==> config.mk <==
export PLATFORM = sky130hd
export DESIGN_NAME = sram_bus_arbiter_flat
export DESIGN_NICKNAME = d
export VERILOG_FILES = /design/src/rtl/sram_bus_arbiter_if.sv /design/src/rtl/sram_bus_arbiter.sv /design/src/flat_wrapper.sv
export SDC_FILE = /design/constraint.sdc
export NUM_CORES = 1
export LEC_CHECK = 0
export BUFFER_PORTS_ARGS = -buffer_cell sky130_fd_sc_hd__buf_2
export CAP_MARGIN = 10
export CORE_ASPECT_RATIO = 0.9
export CORE_MARGIN = 1
export CORE_UTILIZATION = 35
export DETAILED_ROUTE_END_ITERATION = 10
export PLACE_DENSITY = 0.66
export SLEW_MARGIN = 10
export SYNTH_ARGS = -nofsm -noshare
export SYNTH_HDL_FRONTEND = slang
export SYNTH_SLANG_ARGS = --single-unit
export TNS_END_PERCENT = 5
==> constraint.sdc <==
create_clock -name clk -period 2 [get_ports clk]
set_input_delay 0.1 -clock clk [delete_from_list [all_inputs] [get_ports clk]]
set_output_delay 0.1 -clock clk [all_outputs]
set_load 0.03 [all_outputs]
==> src/rtl/sram_bus_arbiter_if.sv <==
// Request/response bus shared by the fetch master, the load/store master and
// the SRAM-like slave. A master drives the request fields and receives the
// accept/response strobes; the slave side is the mirror image.
interface sram_bus_arbiter_if;
  logic        req;
  logic        wr;
  logic [1:0]  size;
  logic [3:0]  wstrb;
  logic [31:0] addr;
  logic [31:0] wdata;
  logic        addr_ok;
  logic        data_ok;
  logic [31:0] rdata;

  modport master (
    output req, wr, size, wstrb, addr, wdata,
    input  addr_ok, data_ok, rdata
  );

  modport slave (
    input  req, wr, size, wstrb, addr, wdata,
    output addr_ok, data_ok, rdata
  );
endinterface

==> src/rtl/sram_bus_arbiter.sv <==
// Two-master arbiter onto a single SRAM-like slave port. The load/store side
// normally wins; the fetch side is forced through after STARVE_LIM consecutive
// losses. Only one transaction is ever outstanding on the slave port, and the
// slave request fields come from registers so the slave never sees a master
// input combinationally.
module sram_bus_arbiter #(
  parameter int unsigned STARVE_LIM = 4
) (
  input  logic               clk,
  input  logic               resetn,
  sram_bus_arbiter_if.slave  inst,
  sram_bus_arbiter_if.slave  data,
  sram_bus_arbiter_if.master m
);

  localparam logic [1:0] S_IDLE = 2'd0;
  localparam logic [1:0] S_REQ  = 2'd1;
  localparam logic [1:0] S_WAIT = 2'd2;

  localparam logic       OWN_DATA = 1'b0;
  localparam logic       OWN_INST = 1'b1;

  localparam logic [2:0] LIM = 3'(STARVE_LIM);

  logic [1:0]  state_q, state_d;
  logic        owner_q, owner_d;
  logic [2:0]  starve_q, starve_d;
  logic        wr_q, wr_d;
  logic [1:0]  size_q, size_d;
  logic [3:0]  wstrb_q, wstrb_d;
  logic [31:0] addr_q, addr_d;
  logic [31:0] wdata_q, wdata_d;

  logic        pick_inst;
  logic        addr_hs;
  logic        data_hs;

  // Arbitration: fetch wins only when it is alone or has been starved long enough.
  always_comb begin
    pick_inst = inst.req & (~data.req | (starve_q == LIM));
  end

  // Next-state: grant and latch in IDLE, wait for accept in REQ, wait for response in WAIT.
  always_comb begin
    state_d  = state_q;
    owner_d  = owner_q;
    starve_d = starve_q;
    wr_d     = wr_q;
    size_d   = size_q;
    wstrb_d  = wstrb_q;
    addr_d   = addr_q;
    wdata_d  = wdata_q;
    case (state_q)
      S_IDLE: begin
        if (inst.req | data.req) begin
          state_d = S_REQ;
          if (pick_inst) begin
            owner_d  = OWN_INST;
            starve_d = 3'd0;
            wr_d     = inst.wr;
            size_d   = inst.size;
            wstrb_d  = inst.wstrb;
            addr_d   = inst.addr;
            wdata_d  = inst.wdata;
          end else begin
            owner_d  = OWN_DATA;
            if (inst.req && (starve_q < LIM)) starve_d = starve_q + 3'd1;
            wr_d     = data.wr;
            size_d   = data.size;
            wstrb_d  = data.wstrb;
            addr_d   = data.addr;
            wdata_d  = data.wdata;
          end
        end
      end
      S_REQ: begin
        // A response strobe arriving together with the accept is not ours yet.
        if (m.addr_ok) state_d = S_WAIT;
      end
      S_WAIT: begin
        if (m.data_ok) state_d = S_IDLE;
      end
      default: state_d = S_IDLE;
    endcase
  end

  // State and latched request registers.
  always_ff @(posedge clk or negedge resetn) begin
    if (!resetn) begin
      state_q  <= S_IDLE;
      owner_q  <= OWN_DATA;
      starve_q <= 3'd0;
      wr_q     <= 1'b0;
      size_q   <= 2'd0;
      wstrb_q  <= 4'd0;
      addr_q   <= 32'd0;
      wdata_q  <= 32'd0;
    end else begin
      state_q  <= state_d;
      owner_q  <= owner_d;
      starve_q <= starve_d;
      wr_q     <= wr_d;
      size_q   <= size_d;
      wstrb_q  <= wstrb_d;
      addr_q   <= addr_d;
      wdata_q  <= wdata_d;
    end
  end

  // Slave request port comes purely from state and latched fields.
  assign m.req   = (state_q == S_REQ);
  assign m.wr    = wr_q;
  assign m.size  = size_q;
  assign m.wstrb = wstrb_q;
  assign m.addr  = addr_q;
  assign m.wdata = wdata_q;

  // Handshakes are routed only to the current owner, only in the matching state.
  assign addr_hs = (state_q == S_REQ)  & m.addr_ok;
  assign data_hs = (state_q == S_WAIT) & m.data_ok;

  assign inst.addr_ok = addr_hs & (owner_q == OWN_INST);
  assign data.addr_ok = addr_hs & (owner_q == OWN_DATA);
  assign inst.data_ok = data_hs & (owner_q == OWN_INST);
  assign data.data_ok = data_hs & (owner_q == OWN_DATA);

  // Read data is a plain wire; data_ok qualifies it.
  assign inst.rdata = m.rdata;
  assign data.rdata = m.rdata;

endmodule

==> src/flat_wrapper.sv <==
// flat-port wrapper written by rule: the top's interface ports become plain ports
module sram_bus_arbiter_flat 
#(
  parameter int unsigned STARVE_LIM = 4
)
  (clk, resetn, inst_req, inst_wr, inst_size, inst_wstrb, inst_addr, inst_wdata, inst_addr_ok, inst_data_ok, inst_rdata, data_req, data_wr, data_size, data_wstrb, data_addr, data_wdata, data_addr_ok, data_data_ok, data_rdata, m_req, m_wr, m_size, m_wstrb, m_addr, m_wdata, m_addr_ok, m_data_ok, m_rdata);
  sram_bus_arbiter_if inst_i ();
  sram_bus_arbiter_if data_i ();
  sram_bus_arbiter_if m_i ();
  input  logic clk;
  input  logic resetn;
  input wire logic [$bits(inst_i.req)-1:0] inst_req;
  input wire logic [$bits(inst_i.wr)-1:0] inst_wr;
  input wire logic [$bits(inst_i.size)-1:0] inst_size;
  input wire logic [$bits(inst_i.wstrb)-1:0] inst_wstrb;
  input wire logic [$bits(inst_i.addr)-1:0] inst_addr;
  input wire logic [$bits(inst_i.wdata)-1:0] inst_wdata;
  output wire logic [$bits(inst_i.addr_ok)-1:0] inst_addr_ok;
  output wire logic [$bits(inst_i.data_ok)-1:0] inst_data_ok;
  output wire logic [$bits(inst_i.rdata)-1:0] inst_rdata;
  input wire logic [$bits(data_i.req)-1:0] data_req;
  input wire logic [$bits(data_i.wr)-1:0] data_wr;
  input wire logic [$bits(data_i.size)-1:0] data_size;
  input wire logic [$bits(data_i.wstrb)-1:0] data_wstrb;
  input wire logic [$bits(data_i.addr)-1:0] data_addr;
  input wire logic [$bits(data_i.wdata)-1:0] data_wdata;
  output wire logic [$bits(data_i.addr_ok)-1:0] data_addr_ok;
  output wire logic [$bits(data_i.data_ok)-1:0] data_data_ok;
  output wire logic [$bits(data_i.rdata)-1:0] data_rdata;
  output wire logic [$bits(m_i.req)-1:0] m_req;
  output wire logic [$bits(m_i.wr)-1:0] m_wr;
  output wire logic [$bits(m_i.size)-1:0] m_size;
  output wire logic [$bits(m_i.wstrb)-1:0] m_wstrb;
  output wire logic [$bits(m_i.addr)-1:0] m_addr;
  output wire logic [$bits(m_i.wdata)-1:0] m_wdata;
  input wire logic [$bits(m_i.addr_ok)-1:0] m_addr_ok;
  input wire logic [$bits(m_i.data_ok)-1:0] m_data_ok;
  input wire logic [$bits(m_i.rdata)-1:0] m_rdata;
  assign inst_i.req = inst_req;
  assign inst_i.wr = inst_wr;
  assign inst_i.size = inst_size;
  assign inst_i.wstrb = inst_wstrb;
  assign inst_i.addr = inst_addr;
  assign inst_i.wdata = inst_wdata;
  assign inst_addr_ok = inst_i.addr_ok;
  assign inst_data_ok = inst_i.data_ok;
  assign inst_rdata = inst_i.rdata;
  assign data_i.req = data_req;
  assign data_i.wr = data_wr;
  assign data_i.size = data_size;
  assign data_i.wstrb = data_wstrb;
  assign data_i.addr = data_addr;
  assign data_i.wdata = data_wdata;
  assign data_addr_ok = data_i.addr_ok;
  assign data_data_ok = data_i.data_ok;
  assign data_rdata = data_i.rdata;
  assign m_req = m_i.req;
  assign m_wr = m_i.wr;
  assign m_size = m_i.size;
  assign m_wstrb = m_i.wstrb;
  assign m_addr = m_i.addr;
  assign m_wdata = m_i.wdata;
  assign m_i.addr_ok = m_addr_ok;
  assign m_i.data_ok = m_data_ok;
  assign m_i.rdata = m_rdata;
  sram_bus_arbiter #(.STARVE_LIM(STARVE_LIM)) u_core (.clk(clk), .resetn(resetn), .inst(inst_i), .data(data_i), .m(m_i));
endmodule
## Word level (Yosys, flattened, before mapping)

Index checks and enable logic that the tools add are counted.

| operators by class | value |
|---|---|
| equality and inequality tests | 6 |
| add/sub/neg operators | 1 |
| bitwise gates (word level) | 11 |
| reduce and logical (&&, ||, !) cells | 6 |
| $lt $le $gt $ge | 1 |
| muxes and demuxes | 12 |

Operators by type and width:

| kind | number |
|---|---|
| 2-to-1 mux 32 bit | 2 |
| 2-to-1 mux 2 bit | 4 |
| AND 1 bit | 7 |
| 2-to-1 mux 3 bit | 2 |
| one-hot mux 2 bit (3 select lines) | 1 |
| AND reduction 3 bit | 2 |
| 2-to-1 mux 4 bit | 1 |
| != test 2 x 1 -> 1 bit (second input constant) | 2 |
| adder 3 x 1 -> 3 bit (second input constant) | 1 |
| equality test 3 bit (second input constant) | 1 |
| < comparator 3 bit (second input constant) | 1 |
| equality test 2 x 1 -> 1 bit (second input constant) | 1 |
| equality test 2 bit (second input constant) | 1 |
| zero test 2 bit | 1 |
| 2-to-1 mux 1 bit | 2 |
| != test 2 bit (second input constant) | 1 |
| NOT 1 bit | 2 |
| bitwise OR 1 bit | 2 |
| AND reduction 2 bit | 1 |
| nonzero test 2 bit | 1 |
| logical AND 1 bit | 1 |

| word-level totals | value |
|---|---|
| register bits | 77 |
| logic and storage cells | 45 |
| output and inout port bits | 140 |
| input port bits | 180 |

## Depth between registers and ports, before layout

| logic depth | value |
|---|---|
| word-level depth | 5 |
| depth in mapped cells | 8 |

## Worst setup path after synthesis

No wires, ideal clock.

| path | value |
|---|---|
| path type | reg-to-output |
| start point | reg u_core.state_q[1] |
| end point | out data_addr_ok |
| arrival time | 1.493 ns |
| buffers on the path | 0 |
| stages on the path, launching flop included | 4 |
| setup slack | 0.407 ns |
| path through | dfrtp_1 -> nor2b_1 -> nand2_1 -> nor2_1 |

| between the ends | value |
|---|---|
| cells in the longest elaborated chain, start to end | 3 |

RTL lines:

| element | line | source |
|---|---|---|
| start: declaration | sram_bus_arbiter.sv:25 | `logic [1:0] state_q, state_d;` |
| start signal: assignment | sram_bus_arbiter.sv:99 | `state_q <= state_d;` |
| equality test 2 x 1 -> 1 bit | n/a |  |
| net m_req | flat_wrapper.sv:30 | `output wire logic [$bits(m_i.req)-1:0] m_req;` |
| AND 1 bit | sram_bus_arbiter.sv:119 | `assign addr_hs = (state_q == S_REQ) & m.addr_ok;` |
| AND 1 bit | sram_bus_arbiter.sv:123 | `assign data.addr_ok = addr_hs & (owner_q == OWN_DATA);` |
| end: declaration | flat_wrapper.sv:27 | `output wire logic [$bits(data_i.addr_ok)-1:0] data_addr_ok;` |

The timed path passes the listed nets, and every way through them passes these cells.

## Worst setup path after layout

| path | value |
|---|---|
| start point | reg u_core.state_q[0] |
| end point | out data_addr_ok |

| between the ends | value |
|---|---|
| cells in the longest elaborated chain, start to end | 3 |

RTL lines:

| element | line |
|---|---|
| equality test 2 x 1 -> 1 bit | sram_bus_arbiter.sv:119 |
| AND 1 bit | sram_bus_arbiter.sv:119 |
| AND 1 bit | sram_bus_arbiter.sv:123 |

No other way between the ends.

==> out/metrics.cfg <==
[run_status]
status = complete, no violations

[cts]
cts_tree = done
clockRootBuffer = clkbuf_16
clkTransAtPathRegs_ps = 60
cts_resized = 0
htreeDepth = 3
cts.sinks = 77
clk_latency_ps = 340
cts_buffers = 9
cts_buffer_depth = 2

[worst_setup_path]
arrival_ps = 1520
crit_fanout = 4
crit_buf_inv = 1
worstPathCellList = nor2b_1, nand2_1, nor2_1, buf_2
crit_required_ps = 1900
cpLargestDelayFamily = simple AND/OR/NAND/NOR gates
crit_type = flop to output pin
start_kind = flop
slowest_stage = dfrtp_1
cp_slowest_stage_delay_ps = 410
end_kind = output pin

[synthesis]
synth_top_family_by_area = compound AO/OA/AOI/OAI gates
postSynthCellCount = 510
syn_nets = 692
syn_area_sq_mm = 0.00508
synth_xor_area_frac = 0
synth_fa_ha_area_frac = 0.00493
synth_cell_types = 29
synthMuxAreaShare = 0.00222
yosys.area_share.simple = 0.176
syn_avg_cell_area_sq_um = 9.96
yosys_register_bits = 77
synth-compound-area-share = 0.219
synth-seq-area-share = 0.379
ys_warn_count = 0

[placement]
hpwl_um = 10700
io_buffers = 223
place_congestion = 0.762
pre_cts_ws_ps = 399

[floorplanning]
placementRows = 41
floorplan.initialDensity = 0.360
ios = 320
fp.dieW_um = 129
fp.dieH_um = 116
coreArea_sq_mm = 0.0141
dieArea_sq_mm = 0.0150

[timing]
fin_setup_tns_ps = 0
rsz0062_at_grt = false
max_slew.worst_pin.slew_ps = 789
maxSlewHeadroom = 0.474
drv_slew = 0
final-hold-violation-count = 0
period_minus_slack_ps = 1620
max_freq_mhz = 618
period_share = 0.809
final.setup.worst_slack_ps = 381
skew_ps = 12.0
finalSetupViolCount = 0

[global_routing]
grt_pass1_wl_um = 22600
gr-total-overflow = 0
grt_usage = 0.196
grt_max_degree = 94
antenna_found_initial = 0
grt_pass1_vias = 4227

[finish]
multi_input_area_sq_mm = 0.00205
fillers = 1374
area_growth_pct = 20.6
antenna_cells = 0
seqCellArea_sq_mm = 0.00193
final_layout_size_suffix_gt1_frac = 0.506
nNetsFinal = 823

[pwr]
p_sw_frac = 0.476
p_seq_frac = 0.268
switchingPower_w = 0.00491
power.density_mw_per_mm2 = 1680
pwr-share-comb = 0.574
p_clk_frac = 0.158
internal-power_w = 0.00540
power.leakage_nw = 2.84
peakVddDrop_v = 0.000613

[job]
cap_violations = 0

[detailed_routing]
drt_wl_total_um = 14800
wire_per_inst_um = 17.6
drtIter0Drc = 316
drt-vias-per-instance = 5.35
drc = 0
vias = 4489
ant_nets = 0
firstDrtPassIters = 4

[hold_path]
hold_path.class = primary input to flop

==> power by group through the flow <==
stage	logic, W	clock network (W)	registers (W)
finish	0.00592	0.00163	0.00276
CTS	0.00598	0.00169	0.00277
global route	0.00641	0.00174	0.00285
detailed placement	0.00597	0	0.00279
floorplan	0.00335	0	0.00416
global placement	0.00584	0	0.00275
==> synth_stat cells (all sizes together) <==
master  instances  share of area
mux2            1         0.0022
or2             1         0.0012
ha              2         0.0049
and2            2         0.0030
nand4          71          0.087
and4b           1         0.0020
nand3          72          0.071
and3            1         0.0012
nand2           2         0.0015
clkbuf         35          0.026
nand2b          2         0.0025
nor2            2         0.0020
inv            75          0.055
o21ai           2         0.0020
dfrtp          77           0.38
and4            1         0.0017
o221ai         71           0.21
a32o            1         0.0020
buf            85           0.14
nor3b           1         0.0015
a22o            2         0.0034
nor2b           1         0.0012
a21bo           1         0.0020
o211ai          1         0.0015
==> placed cells by master, fill, tap and decap left out, drive strengths merged, types with 2 or more instances in the layout <==
| cell type | instances |
|---|---|
| a22o | 2 |
| and2 | 2 |
| buf | 237 |
| clkbuf | 12 |
| clkinv | 2 |
| dfrtp | 77 |
| dlygate4sd3 | 3 |
| ha | 2 |
| inv | 75 |
| nand2 | 2 |
| nand2b | 2 |
| nand3 | 72 |
| nand4 | 71 |
| nor2 | 2 |
| o21ai | 2 |
| o221ai | 71 |
==> worst min-delay path: stages <==
cell and delay, ps:
buf_2 80, nand4_1 80, o221ai_1 70
==> registers in the layout (all words and copies together), names as in the netlist <==
signal	flops
u_core.m.wstrb	4
u_core.owner_q	1
u_core.m.size	2
u_core.state_q	2
u_core.m.addr	32
u_core.m.wdata	32
u_core.starve_q	3
u_core.m.wr	1
==> cells by family (layout without fill, tap and decap cells) <==
family                     count (synthesis)  in the layout
adders and majority gates                  2              2
DFF                                       77             77
buffers and inverters                    195            331
AOI/OAI and AO/OA                         78             78
muxes                                      1              1
and+or+nand+nor                          157            157
==> metrics by stage <==
step	instances	power (W)	hold WS, ps	cell area, sq um	utilization
final	839	0.0103	28.8	6130	0.434
after global routing	839	0.0110	30.7	6130	0.434
after CTS	839	0.0104	12.4	6130	0.434
after detailed placement	820	0.00876	110	5800	0.411
after global placement	820	0.00859	102	5800	0.411
after floorplan	510	0.00751	-196	5080	-
==> timing repair <==
item                                    4_1_cts  5_1_grt
hold buffers                                  3        0
buffers inserted                              0        0
endpoints found under the setup margin        0        0
hold endpoints to repair                     38        0
==> area by class of cell <==
class,instances,area share
Clock buffer,12,0.0402
Clock inverter,4,0.00776
Inverter,75,0.0460
Multi-Input combinational cell,238,0.335
Sequential cell,77,0.315
Tap cell,193,0.0394
Timing Repair Buffer,240,0.217
==> path summary, 6_finish.rpt <==
path / startpoint / to / slack, ps / cells after the start
min reg2reg: u_core.starve_q[2]$_DFFE_PN0P_ / u_core.starve_q[2]$_DFFE_PN0P_ / 550 / 1
max reg2reg: u_core.starve_q[1]$_DFFE_PN0P_ / u_core.m.wdata[28]$_DFFE_PN0P_ / 390 / 6
max: u_core.state_q[0]$_DFFE_PN0P_ / data_addr_ok / 380 / 4
min: inst_addr[17] / u_core.m.addr[17]$_DFFE_PN0P_ / 30 / 3
min in group asynchronous: resetn / u_core.m.wdata[3]$_DFFE_PN0P_ / 280 / 2
max in group asynchronous: resetn / u_core.m.wdata[25]$_DFFE_PN0P_ / 1110 / 3
==> per-layer routing <==
| metal | up-vias | wire length [um] | track usage |
|---|---|---|---|
| met1 | 2162 | 5540 | 0.225 |
| met2 | 248 | 7800 | 0.348 |
| met4 | 0 | 145 | 0.0431 |
| li1 | 2066 | - | - |
| met3 | 13 | 1270 | 0.0738 |
| met5 | - | 0 | 0 |
No activity file was read; power rests on OpenSTA's default activity.
